File: config.mk
export PLATFORM = sky130hd
export DESIGN_NAME = mmio_uart_tx
export DESIGN_NICKNAME = d
export VERILOG_FILES = /design/src/rtl/mmio_uart_tx_pkg.sv /design/src/rtl/mmio_uart_tx_sync_fifo.sv /design/src/rtl/mmio_uart_tx.sv
export SDC_FILE = /design/constraint.sdc
export NUM_CORES = 1
export LEC_CHECK = 0
export BUFFER_PORTS_ARGS = -buffer_cell sky130_fd_sc_hd__buf_2
export CORE_UTILIZATION = 59
export DETAILED_ROUTE_END_ITERATION = 6
export GPL_TIMING_DRIVEN = 0
export PLACE_DENSITY = 0.86
export SYNTH_ARGS = -nofsm -noshare
export SYNTH_HDL_FRONTEND = slang
export SYNTH_SLANG_ARGS = --single-unit
File: constraint.sdc
create_clock -name clk -period 5.4 [get_ports clk]
set_input_delay 1.08 -clock clk [delete_from_list [all_inputs] [get_ports clk]]
set_output_delay 1.08 -clock clk [all_outputs]
set_load 0.02 [all_outputs]
File: src/rtl/mmio_uart_tx_pkg.sv
// Shared register map, bit positions and shifter state encoding for the MMIO UART transmitter.
package mmio_uart_tx_pkg;

   localparam logic [1:0] OFF_TXDATA  = 2'd0;
   localparam logic [1:0] OFF_STATUS  = 2'd1;
   localparam logic [1:0] OFF_CTRL    = 2'd2;
   localparam logic [1:0] OFF_BAUDDIV = 2'd3;

   localparam int STAT_FULL  = 0;
   localparam int STAT_EMPTY = 1;
   localparam int STAT_BUSY  = 2;
   localparam int STAT_OVF   = 3;

   localparam int CTRL_EN     = 0;
   localparam int CTRL_IRQ_EN = 1;

   typedef enum logic [1:0] {
      TX_IDLE  = 2'd0,
      TX_START = 2'd1,
      TX_DATA  = 2'd2,
      TX_STOP  = 2'd3
   } tx_state_t;

   function automatic logic [31:0] status_word(input logic ovf, input logic busy,
                                               input logic empty, input logic full);
      status_word             = '0;
      status_word[STAT_FULL]  = full;
      status_word[STAT_EMPTY] = empty;
      status_word[STAT_BUSY]  = busy;
      status_word[STAT_OVF]   = ovf;
   endfunction

endpackage

File: src/rtl/mmio_uart_tx_sync_fifo.sv
// Single-clock FIFO with first-word-fall-through output; pushes when full and pops when empty are ignored.
module sync_fifo #(
   parameter int WIDTH = 8,
   parameter int DEPTH = 4
) (
   input  logic             clk,
   input  logic             rst_n,
   input  logic             push,
   input  logic [WIDTH-1:0] wdata,
   input  logic             pop,
   output logic [WIDTH-1:0] rdata,
   output logic             full,
   output logic             empty
);

   localparam int AW = (DEPTH > 1) ? $clog2(DEPTH) : 1;
   localparam int CW = AW + 1;
   localparam logic [CW-1:0] FULL_COUNT = CW'(DEPTH);

   logic [WIDTH-1:0] mem [DEPTH];
   logic [AW-1:0]    wr_ptr;
   logic [AW-1:0]    rd_ptr;
   logic [CW-1:0]    count;
   logic             do_push;
   logic             do_pop;

   assign full    = (count == FULL_COUNT);
   assign empty   = (count == '0);
   assign do_push = push & ~full;
   assign do_pop  = pop & ~empty;
   assign rdata   = mem[rd_ptr];

   // Storage carries no reset: only pointers and count define the FIFO's state.
   always_ff @(posedge clk) begin
      if (do_push) mem[wr_ptr] <= wdata;
   end

   always_ff @(posedge clk or negedge rst_n) begin
      if (!rst_n) begin
         wr_ptr <= '0;
         rd_ptr <= '0;
         count  <= '0;
      end else begin
         if (do_push) wr_ptr <= wr_ptr + AW'(1);
         if (do_pop)  rd_ptr <= rd_ptr + AW'(1);
         case ({do_push, do_pop})
            2'b10:   count <= count + CW'(1);
            2'b01:   count <= count - CW'(1);
            default: count <= count;
         endcase
      end
   end

endmodule

File: src/rtl/mmio_uart_tx.sv
// MMIO UART transmitter: register file with one-cycle ready handshake, TX FIFO and 8N1 bit shifter.
module mmio_uart_tx
   import mmio_uart_tx_pkg::*;
#(
   parameter int          FIFO_DEPTH  = 4,
   parameter logic [15:0] DEFAULT_DIV = 16'd433
) (
   input  logic        clk,
   input  logic        rst_n,
   input  logic        mmio_req,
   input  logic        mmio_we,
   input  logic [31:0] mmio_addr,
   input  logic [31:0] mmio_wdata,
   output logic [31:0] mmio_rdata,
   output logic        mmio_ready,
   output logic        uart_txd,
   output logic        uart_irq
);

   // Handshake: an access is taken on any edge where req is high and ready is low;
   // ready pulses for exactly one cycle afterwards, carrying read data for reads.
   logic        accept;
   logic        wr;
   logic        rd;
   logic [1:0]  offset;
   logic        push_req;
   logic [31:0] read_word;
   logic        unused_bits;

   logic [1:0]  ctrl;
   logic [15:0] bauddiv;
   logic        overflow;

   logic        fifo_pop;
   logic [7:0]  fifo_rdata;
   logic        fifo_full;
   logic        fifo_empty;

   tx_state_t   state, state_next;
   logic [15:0] baud_cnt, baud_cnt_next;
   logic [2:0]  bit_idx, bit_idx_next;
   logic [7:0]  shreg, shreg_next;
   logic        txd_next;
   logic        busy;
   logic        tick;
   logic        can_start;

   assign offset      = mmio_addr[3:2];
   assign accept      = mmio_req & ~mmio_ready;
   assign wr          = accept & mmio_we;
   assign rd          = accept & ~mmio_we;
   assign push_req    = wr & (offset == OFF_TXDATA);
   assign busy        = (state != TX_IDLE);
   assign unused_bits = ^{mmio_addr[31:4], mmio_addr[1:0], mmio_wdata[31:16]};

   sync_fifo #(
      .WIDTH (8),
      .DEPTH (FIFO_DEPTH)
   ) u_fifo (
      .clk   (clk),
      .rst_n (rst_n),
      .push  (push_req),
      .wdata (mmio_wdata[7:0]),
      .pop   (fifo_pop),
      .rdata (fifo_rdata),
      .full  (fifo_full),
      .empty (fifo_empty)
   );

   always_comb begin
      read_word = '0;
      case (offset)
         OFF_STATUS:  read_word = status_word(overflow, busy, fifo_empty, fifo_full);
         OFF_CTRL:    read_word = {30'b0, ctrl};
         OFF_BAUDDIV: read_word = {16'b0, bauddiv};
         default:     read_word = '0;
      endcase
   end

   // Overflow uses the pre-pop full flag, so a push into a full FIFO is dropped even if a pop coincides.
   always_ff @(posedge clk or negedge rst_n) begin
      if (!rst_n) begin
         mmio_ready <= 1'b0;
         mmio_rdata <= '0;
         ctrl       <= '0;
         bauddiv    <= DEFAULT_DIV;
         overflow   <= 1'b0;
         uart_irq   <= 1'b0;
      end else begin
         mmio_ready <= accept;
         mmio_rdata <= rd ? read_word : '0;
         if (wr && offset == OFF_CTRL)    ctrl    <= mmio_wdata[1:0];
         if (wr && offset == OFF_BAUDDIV) bauddiv <= mmio_wdata[15:0];
         if (push_req && fifo_full)
            overflow <= 1'b1;
         else if (wr && offset == OFF_STATUS && mmio_wdata[STAT_OVF])
            overflow <= 1'b0;
         uart_irq <= ctrl[CTRL_IRQ_EN] & fifo_empty & ~busy;
      end
   end

   always_ff @(posedge clk or negedge rst_n) begin
      if (!rst_n) begin
         state    <= TX_IDLE;
         baud_cnt <= '0;
         bit_idx  <= '0;
         shreg    <= '0;
         uart_txd <= 1'b1;
      end else begin
         state    <= state_next;
         baud_cnt <= baud_cnt_next;
         bit_idx  <= bit_idx_next;
         shreg    <= shreg_next;
         uart_txd <= txd_next;
      end
   end

   assign tick      = (baud_cnt == '0);
   assign can_start = ctrl[CTRL_EN] & ~fifo_empty;

   // uart_txd is registered, so each branch sets the level of the bit that begins at this edge.
   // The counter reloads from the live BAUDDIV at every bit boundary.
   always_comb begin
      state_next    = state;
      baud_cnt_next = baud_cnt;
      bit_idx_next  = bit_idx;
      shreg_next    = shreg;
      txd_next      = uart_txd;
      fifo_pop      = 1'b0;
      if (state != TX_IDLE && !tick) baud_cnt_next = baud_cnt - 16'd1;
      case (state)
         TX_IDLE: begin
            if (can_start) begin
               fifo_pop      = 1'b1;
               state_next    = TX_START;
               baud_cnt_next = bauddiv;
               shreg_next    = fifo_rdata;
               txd_next      = 1'b0;
            end
         end
         TX_START: begin
            if (tick) begin
               state_next    = TX_DATA;
               baud_cnt_next = bauddiv;
               bit_idx_next  = 3'd0;
               txd_next      = shreg[0];
               shreg_next    = shreg >> 1;
            end
         end
         TX_DATA: begin
            if (tick) begin
               baud_cnt_next = bauddiv;
               if (bit_idx == 3'd7) begin
                  state_next = TX_STOP;
                  txd_next   = 1'b1;
               end else begin
                  bit_idx_next = bit_idx + 3'd1;
                  txd_next     = shreg[0];
                  shreg_next   = shreg >> 1;
               end
            end
         end
         TX_STOP: begin
            if (tick) begin
               baud_cnt_next = bauddiv;
               if (can_start) begin
                  fifo_pop   = 1'b1;
                  state_next = TX_START;
                  shreg_next = fifo_rdata;
                  txd_next   = 1'b0;
               end else begin
                  state_next = TX_IDLE;
               end
            end
         end
         default: state_next = TX_IDLE;
      endcase
   end

endmodule

==> results.sh <==
export IMPL_drc_errors=0
export IMPL_required_ns=5.70
export IMPL_slowest_delay_ns=0.48
export IMPL_grtUsageTotal=0.236
export IMPL_grt_max_degree=75
export IMPL_vdd_drop_max_mv=0.258
export IMPL_holdPathStages=1
export IMPL_ys_warn_count=0
export IMPL_run_status="completed"
export IMPL_die_w_um=93.1
export IMPL_path_class="reg -> reg"
export IMPL_power_internal_uw=1590
export IMPL_fin_crit_ns=3.27
export IMPL_grt_pass1_wl_um=15300
export IMPL_cp_max_fo=7
export IMPL_drv_cap=0
export IMPL_yosysSeqAreaShare=0.576
export IMPL_relSlewSlack=0.179
export IMPL_cts_inserted_buffers=9
export IMPL_wl_per_cell_um=16.6
export IMPL_end_kind="flip-flop"
export IMPL_worst_path_stages=13
export IMPL_hold_viol_final=0
export IMPL_reg2reg_depth=13
export IMPL_hpwl_um=6670
export IMPL_fin_area_sq_mm=0.00547
export IMPL_placed_cells=549
export IMPL_hold_buffers=0
export IMPL_stdcell_count=565
export IMPL_cts_htree_levels=3
export IMPL_design_core_area_sq_mm=0.00789
export IMPL_cts_sinks=106
export IMPL_fp_dieH_um=93.1
export IMPL_hp_class="reg -> reg"
export IMPL_clockPowerShare=0.181
export IMPL_pwr_share_seq=0.448
export IMPL_leakage_uw=0.00240
export IMPL_routabilityCongestion=0.877
export IMPL_grt_overflow=0
export IMPL_crit_family="simple AND/OR/NAND/NOR gates"
export IMPL_cts_tree="done"
export IMPL_rows=32
export IMPL_layout_commonest_cell="dfrtp_1"
export IMPL_max_freq_mhz=306
export IMPL_clock_latency_ns=0.37
export IMPL_p_sw_frac=0.378
export IMPL_setup_violations=0
export IMPL_area_growth_pct=11.6
export IMPL_netlist_instances=394
export IMPL_yosys_cell_types_count=56
export IMPL_grt_pass1_vias=3127
export IMPL_combPwrFrac=0.371
export IMPL_tns_ns=0
export IMPL_cp_arrival_ns=3.57
export IMPL_async_flop_share=0.698
export IMPL_rsz0062_at_grt="false"
export IMPL_postCtsResizedCells=0
export IMPL_diodes=0
export IMPL_ant_nets=0
export IMPL_worstPathCellList="inv_1, ha_1, nor3b_1, and4_1, buf_4, a21oi_2, nor3_1, ha_1, inv_1, fa_1, xor2_1, nor2_1, xor2_1"
export IMPL_regToRegSetupSlack_ns=2.13
export IMPL_drive_gt1_frac=0.259
export IMPL_period_share=0.606
export IMPL_via_per_inst=5.61
export IMPL_grt_antenna_before_repair=0
export IMPL_cellPowerDensity_mw_per_mm2=466
export IMPL_synth_area_per_cell_sq_um=12.4
export IMPL_clkTransAtPathRegs_ns=0.10
export IMPL_layout_nets=541
export IMPL_synth_ff_type="dfrtp_1"
export IMPL_switchingPower_uw=964
export IMPL_numPortBuffers=38
export IMPL_clockBufferDepth=2
export IMPL_dieArea_sq_mm=0.00867
export IMPL_start_kind="flip-flop"
export IMPL_syn_cell_area_sq_mm=0.00490
export IMPL_worst_slew_pin_slew_ns=1.22
export IMPL_start_util=0.621
export IMPL_place_area_sq_mm=0.00528
export IMPL_crit_buf_inv=3
export IMPL_cp_slowest_cell="nor3b_1"
export IMPL_via_count=3169
export IMPL_cts_setup_buffers=0
export IMPL_dr_pass1_iters=4
export IMPL_maxSlewViolCount=0
export IMPL_wl_um=9380
export IMPL_ios=103
export IMPL_ys_ff_latch=106
export IMPL_root_buffer="clkbuf_8"
export IMPL_skew_ns=0.00783
export IMPL_final_cell_mix="dfrtp_1, buf_2, edfxtp_1"
export IMPL_synth_edff_count=32
export IMPL_drt_iter0_drc=277
==> through the flow <==
stage / setup slack [ns] / total power (uW) / util / hold slack [ns]
after CTS: 2.13 / 2550 / 0.693 / 0.495
after detailed placement: 2.01 / 2090 / 0.669 / 0.479
after global routing: 1.92 / 2720 / 0.693 / 0.524
after global placement: 2.18 / 2030 / 0.669 / 0.459
after floorplan: 2.46 / 1860 / - / 0.457
final: 2.13 / 2550 / 0.693 / 0.497
==> final cells by class <==
type                            instances  area [sq um]
Timing Repair Buffer                   38           193
Clock buffer                            9           124
Buffer                                 31           184
Tap cell                              102           128
Sequential cell                       106          2820
Clock inverter                          7          66.3
Multi-Input combinational cell        257          1900
Inverter                               15          56.3
Fill cell                             534          2420
==> routing by layer <==
layer	global-route usage	part of all wire	vias to the layer above
met5	0	0	-
met2	0.377	0.50	105
met3	0.0268	0.048	18
met4	0.118	0.024	0
li1	-	-	1503
met1	0.322	0.43	1543
==> sequential cells by signal, indices dropped and copies added, names as in the netlist, 3 cells and up <==
name and count:
baud_cnt 16, bauddiv 16, bit_idx 3, mmio_rdata 16, shreg 8, u_fifo.count 3
u_fifo.mem 32
==> power by group through the flow <==
stage                     Combinational, uW  Clock, uW  Sequential [uW]
final                                   945        462             1140
after global routing                   1060        491             1170
after CTS                               944        467             1140
after detailed placement                936          0             1150
after global placement                  890          0             1140
after floorplan                         731          0             1130
==> synthesized netlist by cell type, types with 2 or more instances <==
| cell type | number | area (sq um) |
|---|---|---|
| buf_2 | 3 | 15.0 |
| buf_4 | 17 | 128 |
| nor3_1 | 10 | 50.1 |
| or3_1 | 4 | 25.0 |
| or3_2 | 2 | 15.0 |
| xnor2_1 | 5 | 43.8 |
| clkbuf_1 | 10 | 37.5 |
| a21oi_1 | 18 | 90.1 |
| nand2_1 | 25 | 93.8 |
| a22oi_1 | 3 | 22.5 |
| and2_1 | 16 | 100 |
| nor3b_1 | 2 | 15.0 |
| dfstp_2 | 6 | 158 |
| ha_1 | 14 | 175 |
| mux2i_1 | 11 | 110 |
| mux4_2 | 8 | 180 |
| and3_1 | 3 | 18.8 |
| inv_1 | 15 | 56.3 |
| nor2_1 | 20 | 75.1 |
| o31ai_1 | 2 | 15.0 |
| mux2_2 | 21 | 236 |
| nand2b_1 | 4 | 25.0 |
| nor2b_1 | 2 | 12.5 |
| o21ai_1 | 2 | 10.0 |
| xor2_1 | 7 | 61.3 |
| nand3b_1 | 3 | 22.5 |
| nand4b_1 | 2 | 17.5 |
| o211ai_1 | 2 | 15.0 |
| edfxtp_1 | 32 | 961 |
| nor4_1 | 4 | 25.0 |
| dfrtp_1 | 68 | 1700 |
| nand3_1 | 10 | 50.1 |
| o21ai_0 | 20 | 100 |
==> final timing paths <==
kind                        startpoint               to
min                         mmio_ready       mmio_ready
max                        baud_cnt[1]  u_fifo.count[2]
max reg2reg                baud_cnt[1]  u_fifo.count[2]
max in group asynchronous        rst_n          ctrl[1]
min in group asynchronous        rst_n      bauddiv[11]
min reg2reg                 mmio_ready       mmio_ready
==> kinds of logic (layout without fill, tap and decap cells) <==
group           count (synthesis)  in the layout  share of synthesized area
compound gates                 58             58                     0.0741
xor+xnor                       12             12                     0.0215
fa+ha+maj                      15             15                     0.0398
buf+inv                        46            100                     0.0490
flops                         106            106                      0.576
mux                            40             40                      0.108
other cells                     1             16                   0.000765
simple gates                  116            116                      0.132
No activity file was read; power rests on OpenSTA's default activity.
